## src/rtl/lcd_pkg.sv

```systemverilog
// -----------------------------------------------------------------------------
// lcd_pkg
// Shared types and constants for the HD44780 character LCD write controller:
// write-engine state encoding, top-level phase encoding, HD44780 instruction
// bytes, and the six-entry power-up initialisation ROM.
// -----------------------------------------------------------------------------
package lcd_pkg;

    // Bus-cycle states. The top level owns power-up; the write engine walks
    // IDLE -> SETUP -> EN -> HOLD -> WAIT for every byte it is given.
    typedef enum logic [2:0] {
        ST_PWR,
        ST_IDLE,
        ST_SETUP,
        ST_EN,
        ST_HOLD,
        ST_WAIT
    } state_t;

    // Top-level sequencing phase: who is feeding the write engine.
    typedef enum logic [1:0] {
        PH_PWR,   // power-up delay
        PH_INIT,  // replaying the init ROM
        PH_IDLE,  // ready for a game-logic request
        PH_USER   // user write in flight
    } phase_t;

    // HD44780 instruction bytes used during initialisation.
    localparam logic [7:0] FUNC_SET_8B2L = 8'h38;  // 8-bit bus, 2 lines, 5x8 font
    localparam logic [7:0] DISP_ON       = 8'h0C;  // display on, cursor off
    localparam logic [7:0] CLEAR         = 8'h01;  // clear display
    localparam logic [7:0] ENTRY_INC     = 8'h06;  // increment, no shift

    // Which execution delay follows a write.
    typedef enum logic [1:0] {
        WS_INIT,
        WS_EXEC,
        WS_CLEAR
    } wait_sel_t;

    typedef struct packed {
        logic [7:0] data;
        wait_sel_t  ws;
    } init_entry_t;

    localparam int INIT_LEN = 6;

    // Init ROM: three function-set writes (the controller may still be in
    // 4-bit mode at power-up), then display on, clear, entry mode.
    function automatic init_entry_t init_rom(input logic [2:0] idx);
        init_entry_t e;
        case (idx)
            3'd0, 3'd1, 3'd2: e = '{data: FUNC_SET_8B2L, ws: WS_INIT};
            3'd3:             e = '{data: DISP_ON,       ws: WS_EXEC};
            3'd4:             e = '{data: CLEAR,         ws: WS_CLEAR};
            default:          e = '{data: ENTRY_INC,     ws: WS_EXEC};
        endcase
        return e;
    endfunction

    // Clear (0x01) and return-home (0x02/0x03) are the only slow instructions.
    function automatic logic is_slow_cmd(input logic rs, input logic [7:0] data);
        return !rs && (data[7:2] == 6'd0);
    endfunction

    function automatic int max_int(input int a, input int b);
        return (a > b) ? a : b;
    endfunction

endpackage

```

## src/rtl/lcd_char_ctrl_if.sv

```systemverilog
// -----------------------------------------------------------------------------
// lcd_char_ctrl_if
// Valid/ready request channel from the game logic to the LCD controller.
//   req_valid : request present (master -> slave)
//   req_ready : controller can accept (slave -> master)
//   req_rs    : 0 = instruction, 1 = character data
//   req_data  : byte to write
// -----------------------------------------------------------------------------
interface lcd_char_ctrl_if;
    logic       req_valid;
    logic       req_ready;
    logic       req_rs;
    logic [7:0] req_data;

    modport master (output req_valid, output req_rs, output req_data, input  req_ready);
    modport slave  (input  req_valid, input  req_rs, input  req_data, output req_ready);
endinterface

```

## src/rtl/lcd_write_engine.sv

```systemverilog
// -----------------------------------------------------------------------------
// lcd_write_engine
// Generates one HD44780 bus write: RS/DATA setup, EN pulse, hold, then the
// instruction execution delay. A new write may be started on the same edge
// the previous one finishes, so init writes chain without gaps.
//   clk_clk, reset_reset : clock, synchronous active-high reset
//   start                : load start_rs/start_data/start_wait and begin
//   start_wait           : execution delay in cycles (>= 1)
//   done                 : combinational pulse on the last WAIT cycle
//   lcd_en/rs/data       : registered LCD bus outputs
// -----------------------------------------------------------------------------
module lcd_write_engine
    import lcd_pkg::*;
#(
    parameter int SETUP_CYC = 2,
    parameter int EN_CYC    = 25,
    parameter int HOLD_CYC  = 2,
    parameter int CW        = 8
) (
    input  logic          clk_clk,
    input  logic          reset_reset,
    input  logic          start,
    input  logic          start_rs,
    input  logic [7:0]    start_data,
    input  logic [CW-1:0] start_wait,
    output logic          done,
    output logic          lcd_en,
    output logic          lcd_rs,
    output logic [7:0]    lcd_data
);

    typedef logic [CW-1:0] cnt_t;

    localparam cnt_t SETUP_LAST = cnt_t'(SETUP_CYC - 1);
    localparam cnt_t EN_LAST    = cnt_t'(EN_CYC - 1);
    localparam cnt_t HOLD_LAST  = cnt_t'(HOLD_CYC - 1);

    state_t state, state_next;
    cnt_t   cnt, cnt_next;
    cnt_t   wait_last;
    logic   load;

    // NOTE: every signal assigned here gets a default first so no path can
    // leave it unassigned, which would infer a latch.
    always_comb begin
        state_next = state;
        cnt_next   = cnt + 1'b1;
        done       = 1'b0;
        load       = 1'b0;
        case (state)
            ST_IDLE: begin
                cnt_next = '0;
                if (start) begin
                    load       = 1'b1;
                    state_next = ST_SETUP;
                end
            end
            ST_SETUP: if (cnt == SETUP_LAST) begin
                cnt_next   = '0;
                state_next = ST_EN;
            end
            ST_EN: if (cnt == EN_LAST) begin
                cnt_next   = '0;
                state_next = ST_HOLD;
            end
            ST_HOLD: if (cnt == HOLD_LAST) begin
                cnt_next   = '0;
                state_next = ST_WAIT;
            end
            ST_WAIT: if (cnt == wait_last) begin
                cnt_next = '0;
                done     = 1'b1;
                if (start) begin
                    load       = 1'b1;
                    state_next = ST_SETUP;
                end else begin
                    state_next = ST_IDLE;
                end
            end
            default: begin
                cnt_next   = '0;
                state_next = ST_IDLE;
            end
        endcase
    end

    // NOTE: state registers use non-blocking assignments so every register
    // samples pre-edge values, independent of statement order.
    always_ff @(posedge clk_clk) begin
        if (reset_reset) begin
            state     <= ST_IDLE;
            cnt       <= '0;
            wait_last <= '0;
            lcd_en    <= 1'b0;
            lcd_rs    <= 1'b0;
            lcd_data  <= 8'h00;
        end else begin
            state  <= state_next;
            cnt    <= cnt_next;
            // EN is registered from the next state so it is glitch-free and
            // high exactly while the engine sits in ST_EN.
            lcd_en <= (state_next == ST_EN);
            if (load) begin
                lcd_rs    <= start_rs;
                lcd_data  <= start_data;
                wait_last <= start_wait - 1'b1;
            end
        end
    end

endmodule

```

## src/rtl/lcd_char_ctrl.sv

```systemverilog
// -----------------------------------------------------------------------------
// lcd_char_ctrl
// HD44780-compatible write-only controller for the 16x2 character LCD.
// Runs the power-up delay and init sequence, then accepts instruction/data
// bytes over a valid/ready channel and drives the LCD bus timing.
//   clk_clk, reset_reset : clock, synchronous active-high reset
//   bus (slave)          : request channel (req_valid/req_ready/req_rs/req_data)
//   init_done            : init sequence finished, sticky until reset
//   blon_in              : backlight request, registered to lcd_BLON
//   lcd_DATA/EN/RS       : LCD bus; lcd_RW tied 0, lcd_ON tied 1
// -----------------------------------------------------------------------------
module lcd_char_ctrl
    import lcd_pkg::*;
#(
    parameter int POWERUP_CYC = 1_000_000,
    parameter int INIT_CYC    = 250_000,
    parameter int EXEC_CYC    = 2_500,
    parameter int CLEAR_CYC   = 100_000,
    parameter int SETUP_CYC   = 2,
    parameter int EN_CYC      = 25,
    parameter int HOLD_CYC    = 2
) (
    input  logic        clk_clk,
    input  logic        reset_reset,
    lcd_char_ctrl_if.slave bus,
    output logic        init_done,
    input  logic        blon_in,
    output logic [7:0]  lcd_DATA,
    output logic        lcd_EN,
    output logic        lcd_RS,
    output logic        lcd_RW,
    output logic        lcd_ON,
    output logic        lcd_BLON
);

    if (POWERUP_CYC < 1 || INIT_CYC < 1 || EXEC_CYC < 1 || CLEAR_CYC < 1 ||
        SETUP_CYC < 1 || EN_CYC < 1 || HOLD_CYC < 1) begin : g_bad_param
        $error("lcd_char_ctrl: all cycle parameters must be >= 1");
    end

    localparam int MAX_CYC = max_int(max_int(max_int(POWERUP_CYC, INIT_CYC),
                                             max_int(EXEC_CYC, CLEAR_CYC)),
                                     max_int(max_int(SETUP_CYC, EN_CYC), HOLD_CYC));
    localparam int CW = $clog2(MAX_CYC) + 1;

    typedef logic [CW-1:0] cnt_t;

    function automatic cnt_t wait_cycles(input wait_sel_t ws);
        case (ws)
            WS_INIT:  return cnt_t'(INIT_CYC);
            WS_CLEAR: return cnt_t'(CLEAR_CYC);
            default:  return cnt_t'(EXEC_CYC);
        endcase
    endfunction

    phase_t      phase, phase_next;
    cnt_t        pwr_cnt;
    logic [2:0]  rom_idx, rom_idx_next;   // next ROM entry to issue
    init_entry_t rom_e;
    logic        ready_q, init_done_q, blon_q;

    logic        eng_start, eng_rs, eng_done;
    logic [7:0]  eng_data;
    cnt_t        eng_wait;

    assign rom_e = init_rom(rom_idx);

    always_comb begin
        phase_next   = phase;
        rom_idx_next = rom_idx;
        eng_start    = 1'b0;
        eng_rs       = 1'b0;
        eng_data     = rom_e.data;
        eng_wait     = wait_cycles(rom_e.ws);
        case (phase)
            PH_PWR: if (pwr_cnt == cnt_t'(POWERUP_CYC - 1)) begin
                eng_start    = 1'b1;
                rom_idx_next = rom_idx + 3'd1;
                phase_next   = PH_INIT;
            end
            PH_INIT: if (eng_done) begin
                if (rom_idx == 3'(INIT_LEN)) begin
                    phase_next = PH_IDLE;
                end else begin
                    // Chain the next init write on the same edge.
                    eng_start    = 1'b1;
                    rom_idx_next = rom_idx + 3'd1;
                end
            end
            PH_IDLE: if (bus.req_valid && ready_q) begin
                eng_start  = 1'b1;
                eng_rs     = bus.req_rs;
                eng_data   = bus.req_data;
                eng_wait   = is_slow_cmd(bus.req_rs, bus.req_data) ? cnt_t'(CLEAR_CYC)
                                                                   : cnt_t'(EXEC_CYC);
                phase_next = PH_USER;
            end
            PH_USER: if (eng_done) begin
                phase_next = PH_IDLE;
            end
            default: phase_next = PH_PWR;
        endcase
    end

    always_ff @(posedge clk_clk) begin
        if (reset_reset) begin
            phase       <= PH_PWR;
            pwr_cnt     <= '0;
            rom_idx     <= 3'd0;
            ready_q     <= 1'b0;
            init_done_q <= 1'b0;
            blon_q      <= 1'b0;
        end else begin
            phase   <= phase_next;
            rom_idx <= rom_idx_next;
            if (phase == PH_PWR) begin
                pwr_cnt <= pwr_cnt + 1'b1;
            end
            // Ready is decoded from the next phase so it is a clean register
            // that rises on the same edge as init_done.
            ready_q <= (phase_next == PH_IDLE);
            if (phase_next == PH_IDLE) begin
                init_done_q <= 1'b1;
            end
            blon_q <= blon_in;
        end
    end

    lcd_write_engine #(
        .SETUP_CYC (SETUP_CYC),
        .EN_CYC    (EN_CYC),
        .HOLD_CYC  (HOLD_CYC),
        .CW        (CW)
    ) u_engine (
        .clk_clk     (clk_clk),
        .reset_reset (reset_reset),
        .start       (eng_start),
        .start_rs    (eng_rs),
        .start_data  (eng_data),
        .start_wait  (eng_wait),
        .done        (eng_done),
        .lcd_en      (lcd_EN),
        .lcd_rs      (lcd_RS),
        .lcd_data    (lcd_DATA)
    );

    assign bus.req_ready = ready_q;
    assign init_done     = init_done_q;
    assign lcd_BLON      = blon_q;
    assign lcd_RW        = 1'b0;
    assign lcd_ON        = 1'b1;

endmodule

```

## src/flat_wrapper.sv

```systemverilog
// flat-port wrapper written by rule: the top's interface ports become plain ports
module lcd_char_ctrl_flat import lcd_pkg::*;
#(
    parameter int POWERUP_CYC = 1_000_000,
    parameter int INIT_CYC    = 250_000,
    parameter int EXEC_CYC    = 2_500,
    parameter int CLEAR_CYC   = 100_000,
    parameter int SETUP_CYC   = 2,
    parameter int EN_CYC      = 25,
    parameter int HOLD_CYC    = 2
)
  (clk_clk, reset_reset, init_done, blon_in, lcd_DATA, lcd_EN, lcd_RS, lcd_RW, lcd_ON, lcd_BLON, bus_req_valid, bus_req_rs, bus_req_data, bus_req_ready);
  lcd_char_ctrl_if bus_i ();
  input  logic clk_clk;
  input  logic reset_reset;
  output logic init_done;
  input  logic blon_in;
  output logic [7:0] lcd_DATA;
  output logic lcd_EN;
  output logic lcd_RS;
  output logic lcd_RW;
  output logic lcd_ON;
  output logic lcd_BLON;
  input wire logic [$bits(bus_i.req_valid)-1:0] bus_req_valid;
  input wire logic [$bits(bus_i.req_rs)-1:0] bus_req_rs;
  input wire logic [$bits(bus_i.req_data)-1:0] bus_req_data;
  output wire logic [$bits(bus_i.req_ready)-1:0] bus_req_ready;
  assign bus_i.req_valid = bus_req_valid;
  assign bus_i.req_rs = bus_req_rs;
  assign bus_i.req_data = bus_req_data;
  assign bus_req_ready = bus_i.req_ready;
  lcd_char_ctrl #(.POWERUP_CYC(POWERUP_CYC), .INIT_CYC(INIT_CYC), .EXEC_CYC(EXEC_CYC), .CLEAR_CYC(CLEAR_CYC), .SETUP_CYC(SETUP_CYC), .EN_CYC(EN_CYC), .HOLD_CYC(HOLD_CYC)) u_core (.clk_clk(clk_clk), .reset_reset(reset_reset), .bus(bus_i), .init_done(init_done), .blon_in(blon_in), .lcd_DATA(lcd_DATA), .lcd_EN(lcd_EN), .lcd_RS(lcd_RS), .lcd_RW(lcd_RW), .lcd_ON(lcd_ON), .lcd_BLON(lcd_BLON));
endmodule
```

## config.mk

```make
export PLATFORM = sky130hd
export DESIGN_NAME = lcd_char_ctrl_flat
export DESIGN_NICKNAME = d
export VERILOG_FILES = /design/src/rtl/lcd_pkg.sv /design/src/rtl/lcd_char_ctrl_if.sv /design/src/rtl/lcd_write_engine.sv /design/src/rtl/lcd_char_ctrl.sv /design/src/flat_wrapper.sv
export SDC_FILE = /design/constraint.sdc
export NUM_CORES = 1
export LEC_CHECK = 0
export ABC_AREA = 0
export ABC_CLOCK_PERIOD_IN_PS = 5750
export CAP_MARGIN = 10
export CORE_ASPECT_RATIO = 1.25
export CORE_MARGIN = 2
export CORE_UTILIZATION = 33
export CTS_BUF_LIST = sky130_fd_sc_hd__clkbuf_2
export CTS_CLUSTER_DIAMETER = 80
export DETAILED_ROUTE_END_ITERATION = 8
export SLEW_MARGIN = 15
export SYNTH_ARGS = -nofsm -noshare
export SYNTH_HDL_FRONTEND = slang
export SYNTH_HIERARCHICAL = 1
export SYNTH_SLANG_ARGS = --single-unit
export TNS_END_PERCENT = 5
```

## constraint.sdc

```tcl
create_clock -name clk_clk -period 5.75 [get_ports clk_clk]
set_input_delay 0.8625 -clock clk_clk [delete_from_list [all_inputs] [get_ports clk_clk]]
set_output_delay 0.8625 -clock clk_clk [all_outputs]
set_load 0.03 [all_outputs]
```

==> results.json <==
{
  "drc": 0,
  "dieArea_sq_um": 15600,
  "antenna_left": 0,
  "syn_avg_cell_area_sq_um": 8.74,
  "cts_sinks": 84,
  "antenna_cells": 0,
  "hpwl_microns": 7870,
  "startpoint": "u_core/u_engine/cnt[20]",
  "maxCapViolCount": 0,
  "syn2layout_area_growth_pct": 11.2,
  "cts_resized": 0,
  "period_share_pct": 79.4,
  "ys_types": 68,
  "vias_per_cell": 5.23,
  "worstSetupEndpointType": "register",
  "final_util_pct": 37.3,
  "multiInputGateArea_sq_um": 2990,
  "synth_ff_type": "dfxtp_1",
  "vias": 3993,
  "yosysWarnings": 6,
  "rr_endpoint": "u_core/u_engine/lcd_data[4]",
  "grt_usage_pct": 14.2,
  "vdd_ir_drop_max_mv": 0.145,
  "cts_hold_buf": 0,
  "fillers": 1529,
  "ys_ff_latch": 84,
  "fin_ws_ns": 1.18,
  "core_area_sq_um": 14300,
  "final_common_cell": "dfxtp_1",
  "fin_skew_ns": 0.0157,
  "globalplace.congestion": 0.817,
  "drt-met1-wl_microns": 4970,
  "setup.worst_path.end": "u_core/u_engine/lcd_data[4]",
  "io_buffer_count": 25,
  "insertion_delay_ns": 0.57,
  "hold_path_class": "reg2reg",
  "stdcell_area_sq_um": 5350,
  "period_minus_slack_ns": 4.57,
  "maxSlewHeadroom_pct": 29.1,
  "start_util_pct": 33.5,
  "syn_inst": 550,
  "final_hold_viol_count": 0,
  "synth-edff-count": 0,
  "yosys.area.top_type": "dfxtp_1",
  "fmax_mhz": 219,
  "cp_data_required_time_ns": 6.25,
  "first_pass_iters": 4,
  "rsz0062_at_grt": "no",
  "synth_area_sq_um": 4810,
  "setup_tns_ns": 0,
  "crit_fanout": 27,
  "final_nets": 605,
  "power_density_nw_per_um2": 177,
  "antenna_found_initial": 0,
  "num_rows": 49,
  "ys_top_cells_by_area": "dfxtp_1 35%, xnor2_1 6.7%, a211oi_1 5.5%, xor2_1 5.5%, a21oi_1 4.1%",
  "slew_violations": 0,
  "setup_violations": 0,
  "worstPathArrival_ns": 5.07,
  "pre_cts_slack_ns": 1.30,
  "drive_gt1_share_pct": 8.19,
  "cts_buffers": 9,
  "die_width_microns": 112,
  "grt_overflow": 0,
  "wirelength_microns": 10800,
  "wl_met3_microns": 343,
  "drt_iter0_markers": 233,
  "yosysSeqAreaShare_pct": 35.0,
  "cts_tree": "yes",
  "grt_pass1_wl_microns": 18300,
  "r2r_cells": 16,
  "r2r_start": "u_core/u_engine/cnt[20]",
  "die_y_microns": 139,
  "yosys.area.top_type_share_pct": 35.0,
  "io_pins": 28,
  "dr_wl_met2_microns": 5310,
  "r2r_slack_ns": 1.18,
  "seq_area_sq_um": 1680,
  "tightest_slew_ns": 1.06,
  "final_cell_mix": "84 x dfxtp_1, 41 x nand2_1, 39 x a21oi_1, 37 x xnor2_1, 35 x a211oi_1",
  "clk_pin_slew_ns": 0.22,
  "grt_max_degree": 51,
  "avgRoutedWirePerCell_microns": 14.1,
  "status": "finished, final reports clean",
  "grt_pass1_vias": 3733,
  "clockRootBuffer": "clkbuf_2",
  "cts_buffer_depth": 2,
  "p_leak_nw": 1.85,
  "dpl-instance-area_sq_um": 5230,
  "crit_path_start_kind": "register",
  "criticalPathCategory": "reg2reg",
  "async_flop_share_pct": 0,
  "topRoutingLayerUsed": "met4",
  "htreeDepth": 3,
  "post-cts-setup-buffers": 0,
  "power_uw": 946
}
[worst min-delay path by stage]
stage                                        startpoint                             to  slack, ns  depth (start not counted)
final                       u_core/u_engine/lcd_data[6]    u_core/u_engine/lcd_data[6]       0.49                          2
after global routing        u_core/u_engine/lcd_data[6]    u_core/u_engine/lcd_data[6]       0.51                          2
after CTS                        u_core/u_engine/lcd_rs         u_core/u_engine/lcd_rs       0.49                          2
after detailed placement               u_core/init_done               u_core/init_done       0.45                          1
after global placement                 u_core/init_done               u_core/init_done       0.45                          1
after floorplan           u_core/u_engine/wait_last[20]  u_core/u_engine/wait_last[20]       0.45                          2
[registers in the layout, summed over array words and instances (netlist names)]
signal and flops:
u_core/phase 2, u_core/bus.req_ready 1, u_core/u_engine/lcd_en 1, u_core/lcd_BLON 1, u_core/rom_idx 3, u_core/init_done 1, u_core/pwr_cnt 21, u_core/u_engine/wait_last 21
u_core/u_engine/lcd_rs 1, u_core/u_engine/state 3, u_core/u_engine/cnt 21, u_core/u_engine/lcd_data 8
[through the flow]
stage / std cells / hold WS, ns
global route: 764 / 0.511
CTS: 764 / 0.493
global placement: 749 / 0.447
detailed placement: 749 / 0.452
floorplan: 577 / 0.450
finish: 764 / 0.487
[worst max-delay path: stages, from the launching register on]
cell and delay (ns):
dfxtp_1 0.47, xor2_1 0.11, nor4_1 0.34, and4_1 0.24, buf_4 0.27, nand2_1 0.12, nor2_1 0.20, and2_1 0.21
and2_0 0.31, a21o_1 0.15, nand2b_1 0.14, nand2_1 0.08, or2_2 0.33, nor3_2 0.11, buf_4 0.26, a21o_1 0.87
mux2i_1 0.29
[metal layers]
layer  GRT usage, %  vias to the layer above
li1               -                     2040
met1           18.0                     1881
met2           23.5                       60
met3           4.20                       12
met4           4.11                        0
met5              0                        -
[cell usage after synthesis, types with 13 or more instances]
master	instances
nand2_1	41
nor3_1	16
dfxtp_1	84
a21oi_1	39
xor2_1	30
a211oi_1	35
nand3_1	16
clkbuf_1	16
xnor2_1	37
nor2_1	32
buf_2	14
nand4_1	17
nor4_1	13
[power by group]
group          total (mW)  internal, mW  switching, mW
clock               0.308        0.0971          0.210
combinational      0.0453        0.0194         0.0259
sequential          0.593         0.588        0.00489
total               0.946         0.705          0.241
[kinds of logic (layout without fill, tap and decap cells)]
logic type,count (synthesis),count (layout),synth area share (%)
AOI/OAI and AO/OA,120,120,17.0
adders and majority gates,10,10,2.60
xor gates and xnor gates,67,67,12.2
buffers and inverters,49,58,5.05
and+or+nand+nor,206,206,25.4
DFF,84,84,35.0
muxes,12,12,2.52
other,2,29,0.156
[final cells by class]
cell class	count	share of cell area (%)
sequential	84	31.5
clock buffer	9	0.843
tap	178	4.17
clock inverter	6	1.24
inverter	12	0.843
multi-input combinational	444	56.0
timing repair buffer	31	5.43
Power figures use the tool's default switching activity.
